`src/rtl/pipe_stall_ctrl.sv`:
```
// Purpose : merges N stall requesters into a per-stage hold vector, issues registered flush/redirect
//           pulses, and keeps saturating stall/flush event counters plus a consecutive-stall watchdog.
// Latency : stall is combinational (0 cycles); flush/new_pc_valid/new_pc appear 1 cycle after flush_req.
// Backpr. : none; stall is the backpressure this block applies to the pipeline, and flush overrides it.
// Ports   : clk, rst (async active-low), stallreq[NUM_REQ], flush_req, flush_pc[32], clr_cnt ->
//           stall[NUM_STAGES], flush[NUM_STAGES], new_pc_valid, new_pc[32], stall_cnt, flush_cnt, stall_timeout.
// NUM_REQ must be at least 1.
module pipe_stall_ctrl #(
    parameter int                     NUM_STAGES    = 6,
    parameter int                     NUM_REQ       = 2,
    parameter logic [4*NUM_REQ-1:0]   REQ_STAGE_VEC = 8'h32,
    parameter int                     CNT_W         = 32,
    parameter int                     TIMEOUT       = 0
) (
    input  logic                  clk,
    input  logic                  rst,
    input  logic [NUM_REQ-1:0]    stallreq,
    input  logic                  flush_req,
    input  logic [31:0]           flush_pc,
    input  logic                  clr_cnt,
    output logic [NUM_STAGES-1:0] stall,
    output logic [NUM_STAGES-1:0] flush,
    output logic                  new_pc_valid,
    output logic [31:0]           new_pc,
    output logic [CNT_W-1:0]      stall_cnt,
    output logic [CNT_W-1:0]      flush_cnt,
    output logic                  stall_timeout
);

    localparam int WD_W = (TIMEOUT > 0) ? $clog2(TIMEOUT + 1) : 1;
    localparam logic [WD_W-1:0] WD_LIMIT = WD_W'(TIMEOUT);

    // Hold mask for one source: stages 0..s, with s clamped to the last stage.
    function automatic logic [NUM_STAGES-1:0] stage_mask(input int r);
        int                    s;
        logic [NUM_STAGES-1:0] m;
        s = int'(REQ_STAGE_VEC[4*r +: 4]);
        if (s > NUM_STAGES - 1) begin
            s = NUM_STAGES - 1;
        end
        m = '0;
        for (int i = 0; i < NUM_STAGES; i++) begin
            if (i <= s) begin
                m[i] = 1'b1;
            end
        end
        return m;
    endfunction

    logic                  flush_q,       flush_d;
    logic [31:0]           new_pc_q,      new_pc_d;
    logic [CNT_W-1:0]      stall_cnt_q,   stall_cnt_d;
    logic [CNT_W-1:0]      flush_cnt_q,   flush_cnt_d;
    logic [WD_W-1:0]       wd_cnt_q,      wd_cnt_d;
    logic                  timeout_q,     timeout_d;
    logic [NUM_STAGES-1:0] stall_merged;

    always_comb begin
        stall_merged = '0;
        for (int r = 0; r < NUM_REQ; r++) begin
            if (stallreq[r]) begin
                stall_merged = stall_merged | stage_mask(r);
            end
        end
    end

    // A flush cycle loads bubbles everywhere, so holding any stage would be contradictory.
    assign stall         = (rst && !flush_q) ? stall_merged : '0;
    assign flush         = {NUM_STAGES{flush_q}};
    assign new_pc_valid  = flush_q;
    assign new_pc        = new_pc_q;
    assign stall_cnt     = stall_cnt_q;
    assign flush_cnt     = flush_cnt_q;
    assign stall_timeout = timeout_q;

    always_comb begin
        flush_d     = flush_req;
        new_pc_d    = flush_req ? flush_pc : new_pc_q;

        stall_cnt_d = stall_cnt_q;
        if (stall[0] && !(&stall_cnt_q)) begin
            stall_cnt_d = stall_cnt_q + 1'b1;
        end

        // A flush pulse is counted at the edge that launches it.
        flush_cnt_d = flush_cnt_q;
        if (flush_req && !(&flush_cnt_q)) begin
            flush_cnt_d = flush_cnt_q + 1'b1;
        end

        wd_cnt_d = '0;
        if (TIMEOUT > 0 && stall[0]) begin
            wd_cnt_d = (wd_cnt_q == WD_LIMIT) ? wd_cnt_q : wd_cnt_q + 1'b1;
        end
        timeout_d = timeout_q || (TIMEOUT > 0 && wd_cnt_d == WD_LIMIT);

        // Clear beats any increment landing on the same edge.
        if (clr_cnt) begin
            stall_cnt_d = '0;
            flush_cnt_d = '0;
            wd_cnt_d    = '0;
            timeout_d   = 1'b0;
        end
    end

    always_ff @(posedge clk or negedge rst) begin
        if (!rst) begin
            flush_q     <= 1'b0;
            new_pc_q    <= '0;
            stall_cnt_q <= '0;
            flush_cnt_q <= '0;
            wd_cnt_q    <= '0;
            timeout_q   <= 1'b0;
        end else begin
            flush_q     <= flush_d;
            new_pc_q    <= new_pc_d;
            stall_cnt_q <= stall_cnt_d;
            flush_cnt_q <= flush_cnt_d;
            wd_cnt_q    <= wd_cnt_d;
            timeout_q   <= timeout_d;
        end
    end

    stallreq_known_a: assert property (@(posedge clk) disable iff (!rst) !$isunknown(stallreq));

endmodule

```
`config.mk`:
```
export PLATFORM = sky130hd
export DESIGN_NAME = pipe_stall_ctrl
export DESIGN_NICKNAME = d
export VERILOG_FILES = /design/src/rtl/pipe_stall_ctrl.sv
export SDC_FILE = /design/constraint.sdc
export NUM_CORES = 1
export LEC_CHECK = 0
export CAP_MARGIN = 20
export CORE_MARGIN = 8
export CORE_UTILIZATION = 43
export DETAILED_ROUTE_END_ITERATION = 10
export PLACE_DENSITY = 0.77
export SLEW_MARGIN = 15
export SYNTH_ARGS = -nofsm -noshare
export SYNTH_HDL_FRONTEND = slang
export SYNTH_SLANG_ARGS = --single-unit
```
`constraint.sdc`:
```
create_clock -name clk -period 2 [get_ports clk]
set_input_delay 0.4 -clock clk [delete_from_list [all_inputs] [get_ports clk]]
set_output_delay 0.4 -clock clk [all_outputs]
set_load 0.05 [all_outputs]
```
# ---- After elaboration in Yosys (flattened, before gate mapping)
# Cells that the tools add are included.
dict set report word_totals {
  reg_bits 97
  inputBits 38
}
dict set report classes {
  add_sub_neg 2
  muxes 8
  n_bitwise 1
  reduce_logical 10
}
# cell n
set op_table {}
lappend op_table {{$mux W32} 4}
lappend op_table {{$add A32 B1 Y32 const B} 2}
lappend op_table {{$reduce_and A32 Y1} 2}
lappend op_table {{$mux W6} 1}
lappend op_table {{$mux W4} 1}
lappend op_table {{$or A3 B4 Y4} 1}
lappend op_table {{$reduce_bool A2 Y1} 2}
lappend op_table {{$logic_and A1 B1 Y1} 3}
lappend op_table {{$logic_not A1 Y1} 3}
lappend op_table {{$mux W3} 1}
lappend op_table {{$mux W1} 1}

# ---- Depth between registers and ports, before layout
# Gate-level depths: netlist of the first run.
dict set report depth {
  depth_word 7
  ltp_mapped 8
}

# ---- Least setup slack after synthesis of the first run
# No wires, ideal clock.
dict set report synth_path {
  path_type {register to output}
  start {register flush_q, in the netlist new_pc_valid}
  end {output stall[1]}
  arrival_ns 2.232
  required_time_ns 1.600
  setup_slack_ns -0.632
  path_stages_with_launch 7
  n_path_buf 3
  path_cell_list {dfrtp_1 > nand2b_1 > or2_0 > clkbuf_1 > clkbuf_1 > inv_1 > buf_4}
}
dict set report synth_between {
  elab_chain_cells 3
}
# item line
set synth_lines {}
lappend synth_lines {{start: declaration} 50} ;# logic flush_q, flush_d;
lappend synth_lines {{start signal: assignment} 115} ;# flush_q <= flush_d;
lappend synth_lines {{$logic_not A1 Y1} 68} ;# assign stall = (rst && !flush_q) ? stall_merged : '0;
lappend synth_lines {{$logic_and A1 B1 Y1} 68}
lappend synth_lines {{$mux W6} 68}
lappend synth_lines {{end: declaration} 21} ;# output logic [NUM_STAGES-1:0] stall,
# No other way between the ends.

# ---- Final worst setup path of the first run
dict set report layout_path {
  start {register stall_cnt_q[1], in the netlist stall_cnt[1]}
  end {register stall_cnt_q[9], in the netlist stall_cnt[9]}
}
dict set report layout_between {
  elab_chain_cells 4
}
# item line
set layout_lines {}
lappend layout_lines {{start: declaration} 52} ;# logic [CNT_W-1:0] stall_cnt_q, stall_cnt_d;
lappend layout_lines {{start signal: assignment} 117} ;# stall_cnt_q <= stall_cnt_d;
lappend layout_lines {{branches (longest 4 deep; another with $add A32 B1 Y32)} n/a}
# Parallel ways; which one is timed is not known. The select of a mux whose other input is x is not followed.
# A chain may end at the register's enable or synchronous reset.

==> results of run 1 <==
worst max-delay path by stage:
stage                              from                   endpoint  slack (ps)  depth (start not counted)
2_1_floorplan    new_pc_valid$_DFF_PN0_                   stall[1]        -110                          6
5_1_grt        stall_cnt[1]$_DFFE_PN0P_  stall_cnt[13]$_DFFE_PN0P_        -120                          8
3_3_place_gp                stallreq[1]  stall_cnt[31]$_DFFE_PN0P_        -200                          7
3_5_place_dp                stallreq[1]  stall_cnt[17]$_DFFE_PN0P_        -230                          8
4_1_cts        stall_cnt[0]$_DFFE_PN0P_   stall_cnt[2]$_DFFE_PN0P_         0.4                          8
6_report       stall_cnt[1]$_DFFE_PN0P_   stall_cnt[9]$_DFFE_PN0P_         -60                          8
metrics by stage:
stage,cells,area (µm²),hold slack (ps),utilization
floorplan,484,5270,104,-
global placement,777,6900,489,0.601
detailed placement,777,6900,495,0.601
CTS,797,7280,168,0.635
global route,803,7420,179,0.647
finish,803,7420,128,0.647
final cells by class:
class                   count  area (µm²)
well taps                 143         179
fillers                   913        4040
clock buffers               9         225
flip-flops and latches     97        2490
inverters                  11        45.0
clock inverters             7         119
repair buffers            193        1790
multi-input cells         343        2570
what timing repair did:
item	CTS	global route
buffers inserted	3	6
setup endpoints to repair	21	38
pin swaps	4	16
gates resized for setup	18	30
cloned	1	1
worst register-to-register path, stage by stage, from the launching register on:
cell	delay, ps
dfrtp_2	420
ha_4	170
and4_4	150
nand4_1	220
nor4_4	100
buf_4	170
buf_6	130
or4_1	460
a21oi_1	150
placed cells by master (no fill, tap or decap), drive strengths merged, types with 3 or more instances in the layout:
| cell | Yosys | layout |
|---|---|---|
| buf | 22 | 97 |
| nand2 | 21 | 21 |
| or4 | 22 | 22 |
| xnor2 | 7 | 7 |
| a211oi | 4 | 4 |
| o31ai | 22 | 22 |
| dlymetal6s2s | 0 | 9 |
| nand2b | 3 | 3 |
| inv | 11 | 10 |
| nor3 | 4 | 4 |
| dlygate4sd2 | 0 | 11 |
| dfrtp | 97 | 97 |
| and4 | 9 | 9 |
| mux2 | 40 | 40 |
| and2 | 6 | 6 |
| clkdlybuf4s50 | 0 | 76 |
| nor2 | 26 | 26 |
| nor4 | 6 | 6 |
| and3 | 10 | 10 |
| o21ai | 20 | 20 |
| bufinv | 0 | 3 |
| nor2b | 9 | 9 |
| xor2 | 3 | 3 |
| nand4 | 18 | 18 |
| conb | 1 | 3 |
| clkinvlp | 0 | 3 |
| or3 | 19 | 19 |
| a21oi | 45 | 45 |
| nand3 | 24 | 24 |
| clkbuf | 12 | 9 |
| nand3b | 3 | 3 |
routing by layer:
metal	part of all wire	routed length, µm	vias to the layer above	track usage
li1	-	-	2137	-
met5	0	0	-	0
met3	0.072	1050	27	0.0553
met1	0.40	5890	2219	0.210
met4	0.027	393	0	0.0936
met2	0.50	7280	174	0.300
power by group through the flow:
stage / logic, W / registers (W) / clock network (W)
global route: 0.000836 / 0.00209 / 0.00210
floorplan: 0.000209 / 0.00237 / 0
detailed placement: 0.000788 / 0.00211 / 0
CTS: 0.000797 / 0.00208 / 0.00204
global placement: 0.000778 / 0.00211 / 0
finish: 0.000795 / 0.00208 / 0.00198
flip-flops by register name, summed over array words and instances, names as in the netlist:
name,count
stall_cnt,32
flush_cnt,32
new_pc,32
new_pc_valid,1
kinds of logic (layout without fill, tap and decap cells):
logic type | count (synthesis) | in the layout | share of synthesized area
XOR/XNOR | 10 | 10 | 0.0173
AO/OA/AOI/OAI | 101 | 101 | 0.127
AND/OR/NAND/NOR | 185 | 186 | 0.231
other | 1 | 3 | 0.000739
multiplexers | 41 | 41 | 0.0915
adder cells (fa/ha/maj) | 2 | 2 | 0.00493
flip-flops | 97 | 97 | 0.479
buffers and inverters | 45 | 220 | 0.0493
==> impl_metrics.toml, run 1 <==
[worst_setup_path]
slowest_delay_ps = 460
cp_data_required_time_ps = 2270
critPathTopFamily = "simple AND/OR/NAND/NOR gates"
reg2reg_to = "stall_cnt[9]$_DFFE_PN0P_"
cp-end-kind = "register"
crit_arrival_ps = 2320
path_buf_inv = 2
reg2reg_slack_ps = -60
cpMaxStageDelayCell = "or4_1"
crit_path_cell_trace = "ha_4 > and4_4 > nand4_1 > nor4_4 > buf_4 > buf_6 > or4_1 > a21oi_1"
reg2reg_depth = 8
crit_path_max_fanout = 5
critical_path_class = "register to register"
r2r_start = "stall_cnt[1]$_DFFE_PN0P_"
start_kind = "register"

[power]
p_switching_w = 0.00130
powerDensity_nw_per_um2 = 654
seq_power_share = 0.428
clkPwrFrac = 0.409
power_w = 0.00486
vdd_drop_max_uv = 561
power_frac_comb = 0.164
p_int_w = 0.00355
p_leak_nw = 3.12
sw_frac_of_total = 0.268

[placement]
gp_congestion = 0.830
dp_hpwl_um = 10100
dp_slack_ps = -228
port_buffers = 144

[die]
die_h_um = 125
num_rows = 39
ios = 148
die_w_um = 125
die_area_um2 = 15500
initial_utilization = 0.442
core-area_um2 = 11500

[timing]
max_slew_margin = 0.640
worst_pin_slew_ps = 538
slew_violations = 0
timing.fmax_mhz = 486
fin_crit_ps = 2060
setup_viol = 4
finalClockSkew_ps = 4.72
hold_violations = 0
setup_slack_ps = -58.3
fin_setup_tns_ps = -147
min_period_over_period = 1.03
rsz0062_at_grt = "yes"

[global_route]
grt_pass1_wl_um = 23600
grt-ovfl-total = 0
first_global_vias = 4633
grt_antenna_before_repair = 0
grt_max_degree = 98
grt_use_total = 0.182

[clock_network]
cts_inserted_buffers = 9
clockRootBuffer = "clkbuf_16"
cts_hold_buf = 0
cts_tree = "yes"
clk_latency_ps = 350
clk_pin_slew_ps = 70
cts.sinks = 97
ctsLongestPathBuffers = 2
cts_max_level = 3

[layout]
fin_nets = 695
n_antenna_cell = 0
layout-drive-gt1-share = 0.382
syn_to_final_growth_pct = 46.4

[routing]
routed_wl_um = 14600
vias = 4557
wl_per_cell_um = 18.2
drt_first_pass_iters = 5
drc = 0
viasPerCell = 5.67
ant_nets = 0
dr.first_iter.drc_count = 302

[run_status]
status = "complete, but fails checks"
violations = "setup timing"

[yosys]
yosysTopAreaCellShare = 0.479
synth_warnings = 0
synthTopCellsByArea = "dfrtp_1 (48%), mux2_2 (8.7%), a21oi_1 (4.4%)"
synth-edff-count = 0
yosys.area.top_type = "dfrtp_1"
yosys-top-cells-count = "dfrtp_1 (97), a21oi_1 (45), mux2_2 (39), nor2_1 (26), nand3_1 (24)"
syn_area_um2 = 5070
synthCells = 482
ys_ff_latch = 97
yosysSeqAreaShare = 0.479
avgSynthCellArea_um2 = 10.5
yosysMostFrequentCell = "dfrtp_1"
ys_types = 52
synth_flop_cell = "dfrtp_1"
ys_async_sr_fraction = 1.00

[hold_path]
hp-class = "input port to async pin"

[flow_run]
drv_cap = 0
Power figures use the tool's default switching activity.
==> run 2: changes to the inputs <==
--- a/config.mk
+++ b/config.mk
@@ -7,9 +7,11 @@
 export LEC_CHECK = 0
 export CAP_MARGIN = 20
 export CORE_MARGIN = 8
-export CORE_UTILIZATION = 43
+export CORE_UTILIZATION = 45
+export CTS_BUF_LIST = sky130_fd_sc_hd__clkbuf_4 sky130_fd_sc_hd__clkbuf_8
 export DETAILED_ROUTE_END_ITERATION = 10
-export PLACE_DENSITY = 0.77
+export PLACE_DENSITY = 0.8
+export SETUP_SLACK_MARGIN = 0.02
 export SLEW_MARGIN = 15
 export SYNTH_ARGS = -nofsm -noshare
 export SYNTH_HDL_FRONTEND = slang
==> run 2 against run 1 <==
  * The flow now finishes without violations
  * Clock-buffer cell count rose by 1
  * Utilization up 2.2 points
  * Global-route usage increased by 0.51 points
  * Fmax increased by 5.5%
  * First-iteration DRC count up 29%
  * Critical path type is now input port to output pin
  * Largest power group unchanged
==> impl_metrics.toml, run 2 (synthesis results as in run 1) <==
[run_status]
status = "completed"

[layout]
syn_to_final_growth_pct = 44.4
multiInputGateArea_um2 = 2550
nFillCells = 870
n_antenna_cell = 0
final_area_um2 = 7320
register_area_um2 = 2500
layout_commonest_cell = "buf_4"
final_cells = 808
final_cell_mix = "buf_4 (86), dfrtp_2 (57), dlygate4sd2_1 (42), a21oi_1 (41), dfrtp_1 (40)"
fin_nets = 703
layout-drive-gt1-share = 0.374

[clock_network]
clk_pin_slew_ps = 90
cts_hold_buf = 0
ctsLongestPathBuffers = 2
cts_inserted_buffers = 9
cts_tree = "yes"
cts.sinks = 97
clockRootBuffer = "clkbuf_8"
cts_max_level = 3
clk_latency_ps = 360

[worst_setup_path]
start_kind = "input port"
reg2reg_depth = 7
reg2reg_slack_ps = 60
critical_path_class = "input port to output pin"
crit_arrival_ps = 1550
cp_data_required_time_ps = 1600
crit_path_max_fanout = 4
r2r_start = "stall_cnt[0]$_DFFE_PN0P_"
reg2reg_to = "stall_cnt[6]$_DFFE_PN0P_"
cp-end-kind = "output pin"

[global_route]
grt_use_total = 0.188
first_global_vias = 4559
grt_max_degree = 55
grt-ovfl-total = 0
grt_antenna_before_repair = 0
grt_pass1_wl_um = 22700

[die]
initial_utilization = 0.464
core-area_um2 = 10900
die_w_um = 122
die_h_um = 122
die_area_um2 = 14900
num_rows = 38
ios = 148

[timing]
timing.fmax_mhz = 513
finalClockSkew_ps = 10.5
setup_viol = 0
rsz0062_at_grt = "yes"
fin_crit_ps = 1950
min_period_over_period = 0.976
hold_violations = 0
max_slew_margin = 0.538
fin_setup_tns_ps = 0
worst_pin_slew_ps = 693
slew_violations = 0

[routing]
ant_nets = 0
wl_per_cell_um = 17.8
dr.first_iter.drc_count = 389
drt_first_pass_iters = 5
viasPerCell = 5.63
vias = 4548
routed_wl_um = 14400
drc = 0

[placement]
gp_congestion = 0.836
dp_hpwl_um = 10500
dp.cells = 777
dpl-instance-area_um2 = 6950
port_buffers = 144

[power]
powerDensity_nw_per_um2 = 555
p_leak_nw = 3.29
power_frac_comb = 0.193
sw_frac_of_total = 0.310
seq_power_share = 0.510
p_int_w = 0.00280
vdd_drop_max_uv = 527
p_switching_w = 0.00126
clkPwrFrac = 0.298

[flow_run]
drv_cap = 0

[hold_path]
hp-class = "input port to async pin"
[run 2: worst max path at each step]
stage,cells past startpoint,end,start
after floorplan,6,stall[1],new_pc_valid$_DFF_PN0_
after global placement,6,flush_cnt[31]$_DFFE_PN0P_,flush_req
after detailed placement,6,flush_cnt[31]$_DFFE_PN0P_,flush_req
after CTS,4,stall[0],new_pc_valid$_DFF_PN0_
after global routing,4,stall[0],new_pc_valid$_DFF_PN0_
final,5,stall[0],stallreq[0]
[run 2: worst max-delay path, stage by stage]
cell and delay (ps):
clkdlybuf4s50_1 510, nor2_4 50, or2_4 280, clkinvlp_4 160
buf_12 150
[run 2: metrics by stage]
stage                     hold WS, ps  setup slack, ps   util  power, W
after floorplan                   104             -107      -   0.00258
after global placement            489             -245  0.635   0.00289
after detailed placement          494             -311  0.635   0.00290
after CTS                         211             13.5  0.654   0.00413
after global routing              250            -6.79  0.670   0.00424
final                             194             48.9  0.670   0.00406
[run 2: what timing repair did]
action                     CTS  global route
resized for setup           46            42
cloned                       1             1
buffers inserted             6             7
setup endpoints to repair   51            53
pin swaps                    6            10
[run 2: layout make-up]
type                    instances  area share
well taps                     140      0.0239
flip-flops and latches         97       0.341
clock inverters                 6     0.00718
repair buffers                201       0.255
clock buffers                  10      0.0179
inverters                      11     0.00615
multi-input cells             343       0.348
[run 2: layer usage]
| layer | wire [µm] | track usage |
|---|---|---|
| met1 | 5680 | 0.222 |
| met2 | 7380 | 0.320 |
| met5 | 0 | 0 |
| met4 | 170 | 0.0548 |
| met3 | 1180 | 0.0597 |
[run 2: power groups by stage]
stage / clock network (W) / registers [W] / logic (W)
detailed placement: 0 / 0.00211 / 0.000789
global placement: 0 / 0.00211 / 0.000778
CTS: 0.00126 / 0.00207 / 0.000794
global route: 0.00133 / 0.00208 / 0.000822
floorplan: 0 / 0.00237 / 0.000209
finish: 0.00121 / 0.00207 / 0.000783
==> run 3: changes to the inputs <==
--- a/config.mk
+++ b/config.mk
@@ -7,10 +7,10 @@
 export LEC_CHECK = 0
 export CAP_MARGIN = 20
 export CORE_MARGIN = 8
-export CORE_UTILIZATION = 45
+export CORE_UTILIZATION = 49
 export CTS_BUF_LIST = sky130_fd_sc_hd__clkbuf_4 sky130_fd_sc_hd__clkbuf_8
 export DETAILED_ROUTE_END_ITERATION = 10
-export PLACE_DENSITY = 0.8
+export PLACE_DENSITY = 0.82
 export SETUP_SLACK_MARGIN = 0.02
 export SLEW_MARGIN = 15
 export SYNTH_ARGS = -nofsm -noshare
==> constraint.sdc (replaced) <==
create_clock -name clk -period 1.9 [get_ports clk]
set_input_delay 0.38 -clock clk [delete_from_list [all_inputs] [get_ports clk]]
set_output_delay 0.38 -clock clk [all_outputs]
set_load 0.05 [all_outputs]
==> run 3 against run 2 <==
  * The flow now finishes with violations (setup timing)
  * Via count is 2.9% higher
  * Die area down 7.1%
  * Sequential share of layout area is 0.59 points lower
  * Total power rose by 8.3%
  * Critical path depth up 1
  * Register-to-register slack worse by 98 ps
  * Utilization rose by 6.2 points
==> impl_metrics.toml, run 3 (synthesis results as in run 1) <==
[layout]
layout-drive-gt1-share = 0.530
final_cell_mix = "buf_4 (155), dfrtp_2 (57), dfrtp_1 (40), mux2_2 (36), clkdlybuf4s50_1 (34)"
nFillCells = 718
final_cells = 817
layout_commonest_cell = "buf_4"
syn_to_final_growth_pct = 46.9
n_antenna_cell = 0
fin_nets = 716
final_core_util = 0.732

[global_route]
grt-ovfl-total = 0
grt_pass1_wl_um = 24100
grt_use_total = 0.206
grt_max_degree = 51
grt_antenna_before_repair = 0
first_global_vias = 4881

[worst_setup_path]
crit_path_cell_trace = "nand4_1 > nor4_4 > buf_6 > o2111ai_4 > nor3_2 > mux2_4"
start_kind = "register"
slowest_delay_ps = 410
critical_path_class = "register to register"
crit_arrival_ps = 2190
reg2reg_depth = 6
cp-end-kind = "register"
reg2reg_to = "flush_cnt[31]$_DFFE_PN0P_"
cpMaxStageDelayCell = "dfrtp_2"
crit_path_max_fanout = 7
reg2reg_slack_ps = -40
cp_data_required_time_ps = 2150
r2r_start = "flush_cnt[20]$_DFFE_PN0P_"

[die]
num_rows = 37
die_w_um = 118
core-area_um2 = 10200
ios = 148
initial_utilization = 0.498
die_h_um = 118
die_area_um2 = 13900

[timing]
timing.hold.ws_ps = 155
max_slew_margin = 0.571
worst_pin_slew_ps = 643
rsz0062_at_grt = "yes"
min_period_over_period = 1.02
slew_violations = 0
fin_crit_ps = 1940
hold_violations = 0
setup_slack_ps = -37.6
setup_viol = 7
finalClockSkew_ps = 14.7
fin_setup_tns_ps = -99.3
timing.fmax_mhz = 516

[routing]
vias = 4682
viasPerCell = 5.73
routed_wl_um = 14800
drc = 0
wl_per_cell_um = 18.2
drt_first_pass_iters = 7
ant_nets = 0
dr.first_iter.drc_count = 319

[placement]
dp_hpwl_um = 10500
dp.cells = 784
gp_congestion = 0.844
port_buffers = 144

[hold_path]
hp-class = "input port to async pin"

[power]
clkPwrFrac = 0.317
p_switching_w = 0.00134
seq_power_share = 0.497
powerDensity_nw_per_um2 = 590
power_frac_comb = 0.185
power_w = 0.00440
p_int_w = 0.00306
sw_frac_of_total = 0.305
vdd_drop_max_uv = 418
p_leak_nw = 3.05

[run_status]
status = "complete, but fails checks"
violations = "setup timing"

[clock_network]
clk_pin_slew_ps = 110
clockRootBuffer = "clkbuf_8"
clk_latency_ps = 370
cts.sinks = 97
cts_max_level = 3
cts_tree = "yes"
cts_inserted_buffers = 9
ctsLongestPathBuffers = 2

[flow_run]
drv_cap = 0
## run 3: metrics by stage
stage          instance area (µm²)  worst slack, ps
2_1_floorplan                 5310             -191
3_3_place_gp                  6890             -258
3_5_place_dp                  6890             -344
4_1_cts                       7180            -27.1
5_1_grt                       7450             -131
6_report                      7450            -37.6
## run 3: final cells by class
type | count | area (µm²) | area share
clock inverter | 6 | 67.6 | 0.00907
multi-input combinational | 343 | 2730 | 0.366
tap | 136 | 170 | 0.0228
clock buffer | 10 | 131 | 0.0176
inverter | 11 | 45.0 | 0.00605
sequential | 97 | 2500 | 0.335
timing repair buffer | 214 | 1810 | 0.243
## run 3: what timing repair did
action / in CTS / in global routing
gates cloned: 1 / 1
hold buffers: 0 / 0
resized for setup: 23 / 48
setup endpoints to repair: 37 / 48
pin swaps: 15 / 16
setup buffers: 4 / 11
hold endpoints to repair: 0 / 0
## run 3: critical path: cells and delay by family (launching register included)
family,cells,cell delay [ps]
AO/OA/AOI/OAI,1,150
buffers and inverters,1,180
flip-flops,1,410
multiplexers,1,310
AND/OR/NAND/NOR,3,770
## run 3: layer usage
metal	vias up	GRT usage	part of all wire
li1	2173	-	-
met1	2334	0.237	0.40
met2	158	0.362	0.51
met3	17	0.0676	0.072
met4	0	0.0520	0.013
met5	-	0	0
## run 3: worst max path at each step
| stage | endpoint | start | slack [ps] |
|---|---|---|---|
| 2_1_floorplan | stall[1] | new_pc_valid$_DFF_PN0_ | -190 |
| 3_3_place_gp | stall_cnt[21]$_DFFE_PN0P_ | stallreq[1] | -260 |
| 3_5_place_dp | stall_cnt[30]$_DFFE_PN0P_ | stallreq[1] | -340 |
| 4_1_cts | stall[1] | new_pc_valid$_DFF_PN0_ | -30 |
| 5_1_grt | flush_cnt[31]$_DFFE_PN0P_ | flush_cnt[19]$_DFFE_PN0P_ | -130 |
| 6_report | flush_cnt[31]$_DFFE_PN0P_ | flush_cnt[20]$_DFFE_PN0P_ | -40 |
## run 3: power groups by stage
stage / registers (W) / clock network (W) / logic [W]
2_1_floorplan: 0.00249 / 0 / 0.000222
3_3_place_gp: 0.00222 / 0 / 0.000808
3_5_place_dp: 0.00223 / 0 / 0.000822
4_1_cts: 0.00219 / 0.00142 / 0.000820
5_1_grt: 0.00220 / 0.00151 / 0.000858
6_report: 0.00219 / 0.00140 / 0.000816
